## config.mk

```make
export PLATFORM = sky130hd
export DESIGN_NAME = cpu_sequencer
export DESIGN_NICKNAME = d
export VERILOG_FILES = /design/src/rtl/cpu_sequencer.sv
export SDC_FILE = /design/constraint.sdc
export NUM_CORES = 1
export LEC_CHECK = 0
export ABC_AREA = 1
export CORE_ASPECT_RATIO = 1.1
export CORE_UTILIZATION = 40
export DETAILED_ROUTE_END_ITERATION = 6
export PLACE_DENSITY = 0.88
export SETUP_SLACK_MARGIN = 0.15
export SKIP_LAST_GASP = 1
export SYNTH_ARGS = -nofsm -noshare
export SYNTH_HDL_FRONTEND = slang
export SYNTH_SLANG_ARGS = --single-unit
```

## constraint.sdc

```tcl
create_clock -name clk -period 3.2 [get_ports clk]
set_clock_uncertainty 0.1 [all_clocks]
set_input_delay 0.32 -clock clk [delete_from_list [all_inputs] [get_ports clk]]
set_output_delay 0.32 -clock clk [all_outputs]
set_load 0.05 [all_outputs]
```

## src/rtl/cpu_sequencer.sv

```systemverilog
// Hardwired control sequencer: fetch/decode/execute FSM driving a 24-bit control word.
// Optional macro SEQ_MEM_STALL_EN: READ/WRITE states hold while mem_ready=0.
module cpu_sequencer #(
  parameter int OPCODE_W   = 8,
  parameter int ADDR_BYTES = 2
) (
  input  logic                clk,
  input  logic                rst,
  input  logic [OPCODE_W-1:0] opcode,
  input  logic                z_flag,
  input  logic                mem_ready,
  output logic [23:0]         ctrl_word,
  output logic [3:0]          state,
  output logic                instr_done,
  output logic                illegal
);

  typedef enum logic [3:0] {
    S_F1 = 4'd0, S_F2 = 4'd1, S_F3 = 4'd2, S_EX = 4'd3,
    S_OPRD = 4'd4, S_OPLD = 4'd5, S_OPRD_LAST = 4'd6, S_ADDR = 4'd7,
    S_JMP = 4'd8, S_IDLE = 4'd9, S_LD1 = 4'd10, S_LD2 = 4'd11,
    S_ST1 = 4'd12, S_ST2 = 4'd13
  } state_t;

  localparam logic [23:0] RLOAD  = 24'h080000, TRLOAD = 24'h040000;
  localparam logic [23:0] ARLOAD = 24'h020000, ARINC  = 24'h010000;
  localparam logic [23:0] PCLOAD = 24'h008000, PCINC  = 24'h004000;
  localparam logic [23:0] DRLOAD = 24'h002000, ACLOAD = 24'h001000;
  localparam logic [23:0] IRLOAD = 24'h000800, ZLOAD  = 24'h000400;
  localparam logic [23:0] MEMBUS = 24'h000200, BUSMEM = 24'h000100;
  localparam logic [23:0] PCBUS  = 24'h000080, DRHBUS = 24'h000040;
  localparam logic [23:0] DRLBUS = 24'h000020, TRBUS  = 24'h000010;
  localparam logic [23:0] RBUS   = 24'h000008, ACBUS  = 24'h000004;
  localparam logic [23:0] READ   = 24'h000002, WRITE  = 24'h000001;
  localparam logic [23:0] LOAD_MASK = 24'h0FFC00;
  localparam logic [23:0] TR_SEL    = (ADDR_BYTES > 1) ? TRBUS : 24'h0;
  localparam logic [1:0]  CNT_LAST  = (ADDR_BYTES > 1) ? 2'(ADDR_BYTES - 2) : 2'd0;

  state_t      r_state, w_next;
  logic [1:0]  r_byte_cnt;
  logic [23:0] w_ctrl;
  logic [3:0]  w_op;
  logic        w_bad, w_is_mem, w_take, w_hold;

  assign w_op     = opcode[3:0];
  assign w_bad    = (opcode >> 4) != '0;
  assign w_is_mem = (w_op == 4'h1) || (w_op == 4'h2) || (w_op == 4'h5) ||
                    (w_op == 4'h6) || (w_op == 4'h7);
  assign w_take   = (w_op == 4'h5) || (w_op == 4'h6 && z_flag) || (w_op == 4'h7 && !z_flag);

  // Memory handshake: a state asserting READ or WRITE completes only in a
  // cycle where mem_ready=1; until then it repeats with load/inc bits masked.
`ifdef SEQ_MEM_STALL_EN
  assign w_hold = (w_ctrl[1] | w_ctrl[0]) & ~mem_ready;
`else
  logic w_unused_mem_ready;
  assign w_unused_mem_ready = mem_ready;
  assign w_hold = 1'b0;
`endif

  always_ff @(posedge clk or posedge rst) begin
    if (rst) begin
      r_state    <= S_F1;
      r_byte_cnt <= 2'd0;
    end else begin
      r_state <= w_next;
      if (r_state == S_OPLD) r_byte_cnt <= r_byte_cnt + 2'd1;
      else if (r_state == S_F1) r_byte_cnt <= 2'd0;
    end
  end

  always_comb begin
    w_next = S_F1;
    case (r_state)
      S_F1: w_next = S_F2;
      S_F2: w_next = S_F3;
      S_F3: begin
        if (w_bad || w_op == 4'h0) w_next = S_F1;
        else if (w_is_mem && ADDR_BYTES > 1) w_next = S_OPRD;
        else if (w_is_mem) w_next = S_OPRD_LAST;
        else w_next = S_EX;
      end
      S_OPRD: w_next = S_OPLD;
      S_OPLD: begin
        if (r_byte_cnt == CNT_LAST) w_next = S_OPRD_LAST;
        else w_next = S_OPRD;
      end
      S_OPRD_LAST: begin
        if (w_op == 4'h1 || w_op == 4'h2) w_next = S_ADDR;
        else if (w_take) w_next = S_JMP;
        else w_next = S_IDLE;
      end
      S_ADDR: begin
        if (w_op == 4'h1) w_next = S_LD1;
        else w_next = S_ST1;
      end
      S_LD1: w_next = S_LD2;
      S_ST1: w_next = S_ST2;
      default: w_next = S_F1;
    endcase
    if (w_hold) w_next = r_state;
  end

  always_comb begin
    w_ctrl     = 24'h0;
    instr_done = 1'b0;
    illegal    = 1'b0;
    case (r_state)
      S_F1: w_ctrl = PCBUS | ARLOAD;
      S_F2: w_ctrl = READ | MEMBUS | DRLOAD | PCINC;
      S_F3: begin
        w_ctrl     = IRLOAD | PCBUS | ARLOAD;
        instr_done = w_bad || (w_op == 4'h0);
        illegal    = w_bad;
      end
      S_EX: begin
        instr_done = 1'b1;
        if (w_op == 4'h3) w_ctrl = ACBUS | RLOAD;
        else if (w_op == 4'h4) w_ctrl = RBUS | ACLOAD;
        else if (w_op[3]) begin
          // ALU ops 8..F map to ALU codes 1..8
          w_ctrl = ACLOAD | ZLOAD;
          w_ctrl[23:20] = {1'b0, w_op[2:0]} + 4'd1;
          if (w_op != 4'hA && w_op != 4'hB && w_op != 4'hF) w_ctrl = w_ctrl | RBUS;
        end
      end
      S_OPRD:      w_ctrl = READ | MEMBUS | DRLOAD | PCINC | ARINC;
      S_OPLD:      w_ctrl = TRLOAD;
      S_OPRD_LAST: w_ctrl = READ | MEMBUS | DRLOAD | PCINC;
      S_ADDR:      w_ctrl = DRHBUS | ARLOAD | TR_SEL;
      S_JMP: begin
        w_ctrl     = DRHBUS | PCLOAD | TR_SEL;
        instr_done = 1'b1;
      end
      S_IDLE: instr_done = 1'b1;
      S_LD1:  w_ctrl = READ | MEMBUS | DRLOAD;
      S_LD2: begin
        w_ctrl     = DRLBUS | ACLOAD;
        instr_done = 1'b1;
      end
      S_ST1: w_ctrl = ACBUS | DRLOAD;
      S_ST2: begin
        w_ctrl     = DRLBUS | BUSMEM | WRITE;
        instr_done = 1'b1;
      end
      default: w_ctrl = 24'h0;
    endcase
    if (w_hold) instr_done = 1'b0;
  end

  assign ctrl_word = w_hold ? (w_ctrl & ~LOAD_MASK) : w_ctrl;
  assign state     = r_state;

endmodule

```

======== Yosys cells after proc, flatten, opt, wreduce, memory -nomap -nowiden ========
Index checks and enable logic that the tools add are counted.
storage, ports and cells
  register bits ........................... 6
  input bits .............................. 12
operators by class
  $add $sub $neg .......................... 2
  equality and inequality tests ........... 23
  muxes and demuxes ....................... 16
  reduce and logical (&&, ||, !) cells .... 19
operators with widths
  cell                   number
  $pmux W24 S12          1
  $mux W24               3
  $pmux W4 S9            1
  $eq A4 B3 Y1 const B   8
  $eq A4 B4 Y1 const B   6
  $eq A4 B2 Y1 const B   4
  $ne A4 B4 Y1 const B   3
  $mux W3                3
  $eq A4 B1 Y1 const B   2
  $logic_not A4 Y1       2
  $mux W4                2
  $reduce_bool A8 Y1     1
  $logic_or A1 B1 Y1     7
  $mux W2                3
  $reduce_or A5 Y1       1
  $add A3 B1 Y4 const B  1
  $logic_and A1 B1 Y1    4
  $add A2 B1 Y2 const B  1
  $logic_not A2 Y1       1
  $mux W1                2
  $pmux W1 S2            1
  $reduce_bool A2 Y1     1
  $reduce_or A2 Y1       1
  $logic_not A1 Y1       1

======== Logic depth before layout (Yosys ltp) ========
  word-level depth ........................ 8
  gate-level depth with buffers ........... 9
  depth with buffers taken out ............ 8

======== Worst setup path before layout ========
OpenSTA, ideal clock, no wires.
  kind .................................... reg2out
  start point ............................. register r_state[0], in the netlist state[0]
  end point ............................... output ctrl_word[6]
  arrival ................................. 2.494 ns
  path slack .............................. 0.286 ns
  stages on the path, launching flop included .. 6
  path through ............................ dfrtp_1 -> buf_6 -> inv_2 -> nand2_1 -> o21ai_0 -> buf_4
between the ends
  cells in the longest elaborated chain, start to end .. 3
RTL lines
  element                                              line  RTL
  start: declaration                                   39    state_t r_state, w_next;
  start signal: assignment                             66    r_state <= w_next;
  $eq A4 B3 Y1 / $eq A4 B1 Y1 (equally long branches)  108   case (r_state)
  $reduce_or A2 Y1 (no line)                           --
  $pmux W24 S12 *                                      108
  end: declaration                                     12    output logic [23:0] ctrl_word,
Mark *: on every way between the ends. The rest lies on a longest branch, timed or not.

======== Worst setup path after layout ========
  start point ............................. input opcode[0]
  end point ............................... output ctrl_word[12]
between the ends
  cells in the longest elaborated chain, start to end .. 4
RTL lines
  element             line  RTL
  start: declaration  9     input logic [OPCODE_W-1:0] opcode,
  $eq A4 B3 Y1        119   else if (w_op == 4'h4) w_ctrl = RBUS | ACLOAD;
  $mux W24            119
  $mux W24 *          118   if (w_op == 4'h3) w_ctrl = ACBUS | RLOAD;
  $pmux W24 S12 *     108
Marks and branches as above.

==> results.toml <==
[placement]
port_buffers = 40
place_congestion = 0.860
dp.cells = 201
dp_hpwl_um = 1910

[timing]
slew-limit-headroom_pct = 65.7
tns_ns = 0
hold_viol_final = 0
rsz0062_at_grt = "no"
period_share_pct = 85.5
fin_hold_ws_ns = 0.189
max_freq_mhz = 365
setup_viol = 0
period_minus_slack_ns = 2.74
tightest_slew_ns = 0.512
maxSlewViolCount = 0

[finish]
area_growth_pct = 51.1
final_common_cell = "clkdlybuf4s50_1"
final-seq-area_um2 = 150
layout.nets = 197
layout_common_cells = "40 x clkdlybuf4s50_1, 37 x nand2_1, 26 x nor2_1"
drive_gt1_share_pct = 10.7
multi_input_area_um2 = 556
layout.cells.non_filler = 204
diodes = 0
nFillCells = 173

[clock_network]
cts_tree = "built"
clock-sinks = 6
root_buffer = "clkbuf_4"
holdBufCountCts = 0
htreeDepth = 1
cts_inserted_buffers = 3
clk_pin_slew_ns = 0.05
ctsResizeCount = 0
clockBufferDepth = 2
postCtsSetupBuffers = 0
worstSkewPairLatency_ns = 0.25

[synth]
async_flop_share_pct = 100
ys.flop_type = "dfrtp_1"
ys_ff_latch = 6
ys_types = 26
syn_nets = 156
netlist_area_um2 = 828
synth_cells = 138
yosys_warnings = 0
synth-edff-count = 0
synth.yosys.seq_area_share_pct = 18.1
syn_area_per_cell_um2 = 6.00

[critical_path]
cpPeakStageDelay_ns = 0.71
cp.required_ns = 2.78
cp.arrival_ns = 2.32
cp_cell_sequence = "clkdlybuf4s50_1 > inv_1 > ha_1 > and3_1 > o21ai_0 > o21ai_0 > clkdlybuf4s50_1"
path_buf_inv = 3
critPathKind = "input port to primary output"
critPathTopFamily = "buffers and inverters"
reg2regPathDepth = 7
cp_slowest_cell = "clkdlybuf4s50_1"
start_kind = "input port"
r2r_slack_ns = 1.79
cp-end-kind = "primary output"
crit_fanout = 4
path_depth = 7

[floorplan]
rows = 16
die_w_um = 45.4
die_y_um = 49.7
dieArea_um2 = 2260
initial_utilization_pct = 44.5
core_area_um2 = 1860
io_pins = 42

[detailed_routing]
postRouteAntennaNets = 0
dr.pass1.iters = 4
viasPerCell = 4.94
vias = 1007
drt_iter0_drc = 19
wl_per_cell_um = 11.3
detail_route.wirelength_um = 2310
drc_errors = 0

[flow_run]
cap_violations = 0

[outcome]
run_status = "finished clean"

[grt]
antenna_found_initial = 0
track_usage_pct = 22.8
grt_max_degree = 10
grt_pass1_vias = 938
grt_pass1_wl_um = 3840
overflow = 0

[power_and_ir_drop]
p_per_area_nw_per_um2 = 781
p_leak_nw = 0.593
vdd_ir_drop_max_mv = 0.417

[hold_path]
hold_path_class = "input port to async pin"
==> power by group <==
part           switching [mW]  total, mW  leakage [nW]  internal, mW
Clock                  0.0277     0.0702        0.0138        0.0425
Sequential             0.0345      0.127        0.0805        0.0920
Combinational           0.542      0.780         0.499         0.239
Total                   0.604      0.977         0.593         0.373
==> through the flow <==
step                      cell area (µm²)  power, mW  utilization [%]  setup WS (ns)
final                                1250      0.977             67.2          0.464
after global routing                 1250       1.03             67.2          0.304
after CTS                            1250      0.980             67.2          0.464
after detailed placement             1230      0.905             66.0          0.464
after global placement               1230      0.897             66.0          0.494
after floorplan                       828      0.688                -          0.286
==> registers in the layout, summed over array words and instances, names as in the netlist <==
name,cells
r_byte_cnt,2
state,4
==> cell usage after synthesis, types with 2 or more instances <==
cell | n | area share [%]
nand3_1 | 6 | 3.6
nand2_1 | 37 | 17
buf_4 | 3 | 2.7
dfrtp_1 | 6 | 18
nor2_2 | 3 | 2.3
nor2_1 | 26 | 12
nand2_2 | 2 | 1.5
nand4_1 | 3 | 2.3
o21ai_0 | 6 | 3.6
nor2_4 | 3 | 4.1
ha_1 | 6 | 9.1
nand2_4 | 2 | 2.7
a21oi_1 | 2 | 1.2
inv_2 | 4 | 1.8
inv_1 | 18 | 8.2
==> layer usage <==
| layer | vias to the layer above | track usage (%) | part of all wire (%) |
|---|---|---|---|
| met5 | - | 0 | 0 |
| met3 | 2 | 4.76 | 5.6 |
| li1 | 510 | - | - |
| met2 | 38 | 43.6 | 54 |
| met1 | 457 | 24.3 | 40 |
| met4 | 0 | 4.55 | 0.65 |
==> worst paths after layout <==
path	from	endpoint
worst max-delay path	opcode[0]	ctrl_word[12]
worst min register to register	r_byte_cnt[0]	r_byte_cnt[0]
max in group asynchronous	rst	state[0]
worst max register to register	state[3]	state[0]
min in group clk	r_byte_cnt[0]	r_byte_cnt[0]
worst min-delay path	rst	state[3]
==> logic make-up (layout without fill, tap and decap cells) <==
group | count (synthesis) | count (layout) | synth area share, %
adders and majority gates | 6 | 6 | 9.06
DFF | 6 | 6 | 18.1
buffers and inverters | 27 | 66 | 14.8
and+or+nand+nor | 85 | 85 | 47.9
xor gates and xnor gates | 1 | 1 | 1.06
AOI/OAI and AO/OA | 13 | 13 | 9.06
==> worst register-to-register path, cell delays in order, from the launching register on <==
cell and delay (ns):
dfrtp_1 0.45, inv_2 0.19, nand2_4 0.10, nor2_4 0.11
inv_2 0.04, nor2_1 0.18, nand2_1 0.10, nand2_1 0.07
==> cell type report <==
| cell class | count | area share, % |
|---|---|---|
| multi-input combinational | 105 | 44.4 |
| sequential | 6 | 12.0 |
| timing repair buffer | 40 | 32.0 |
| inverter | 23 | 7.10 |
| clock buffer | 3 | 1.80 |
| tap | 27 | 2.70 |
No activity file was read; power rests on OpenSTA's default activity.
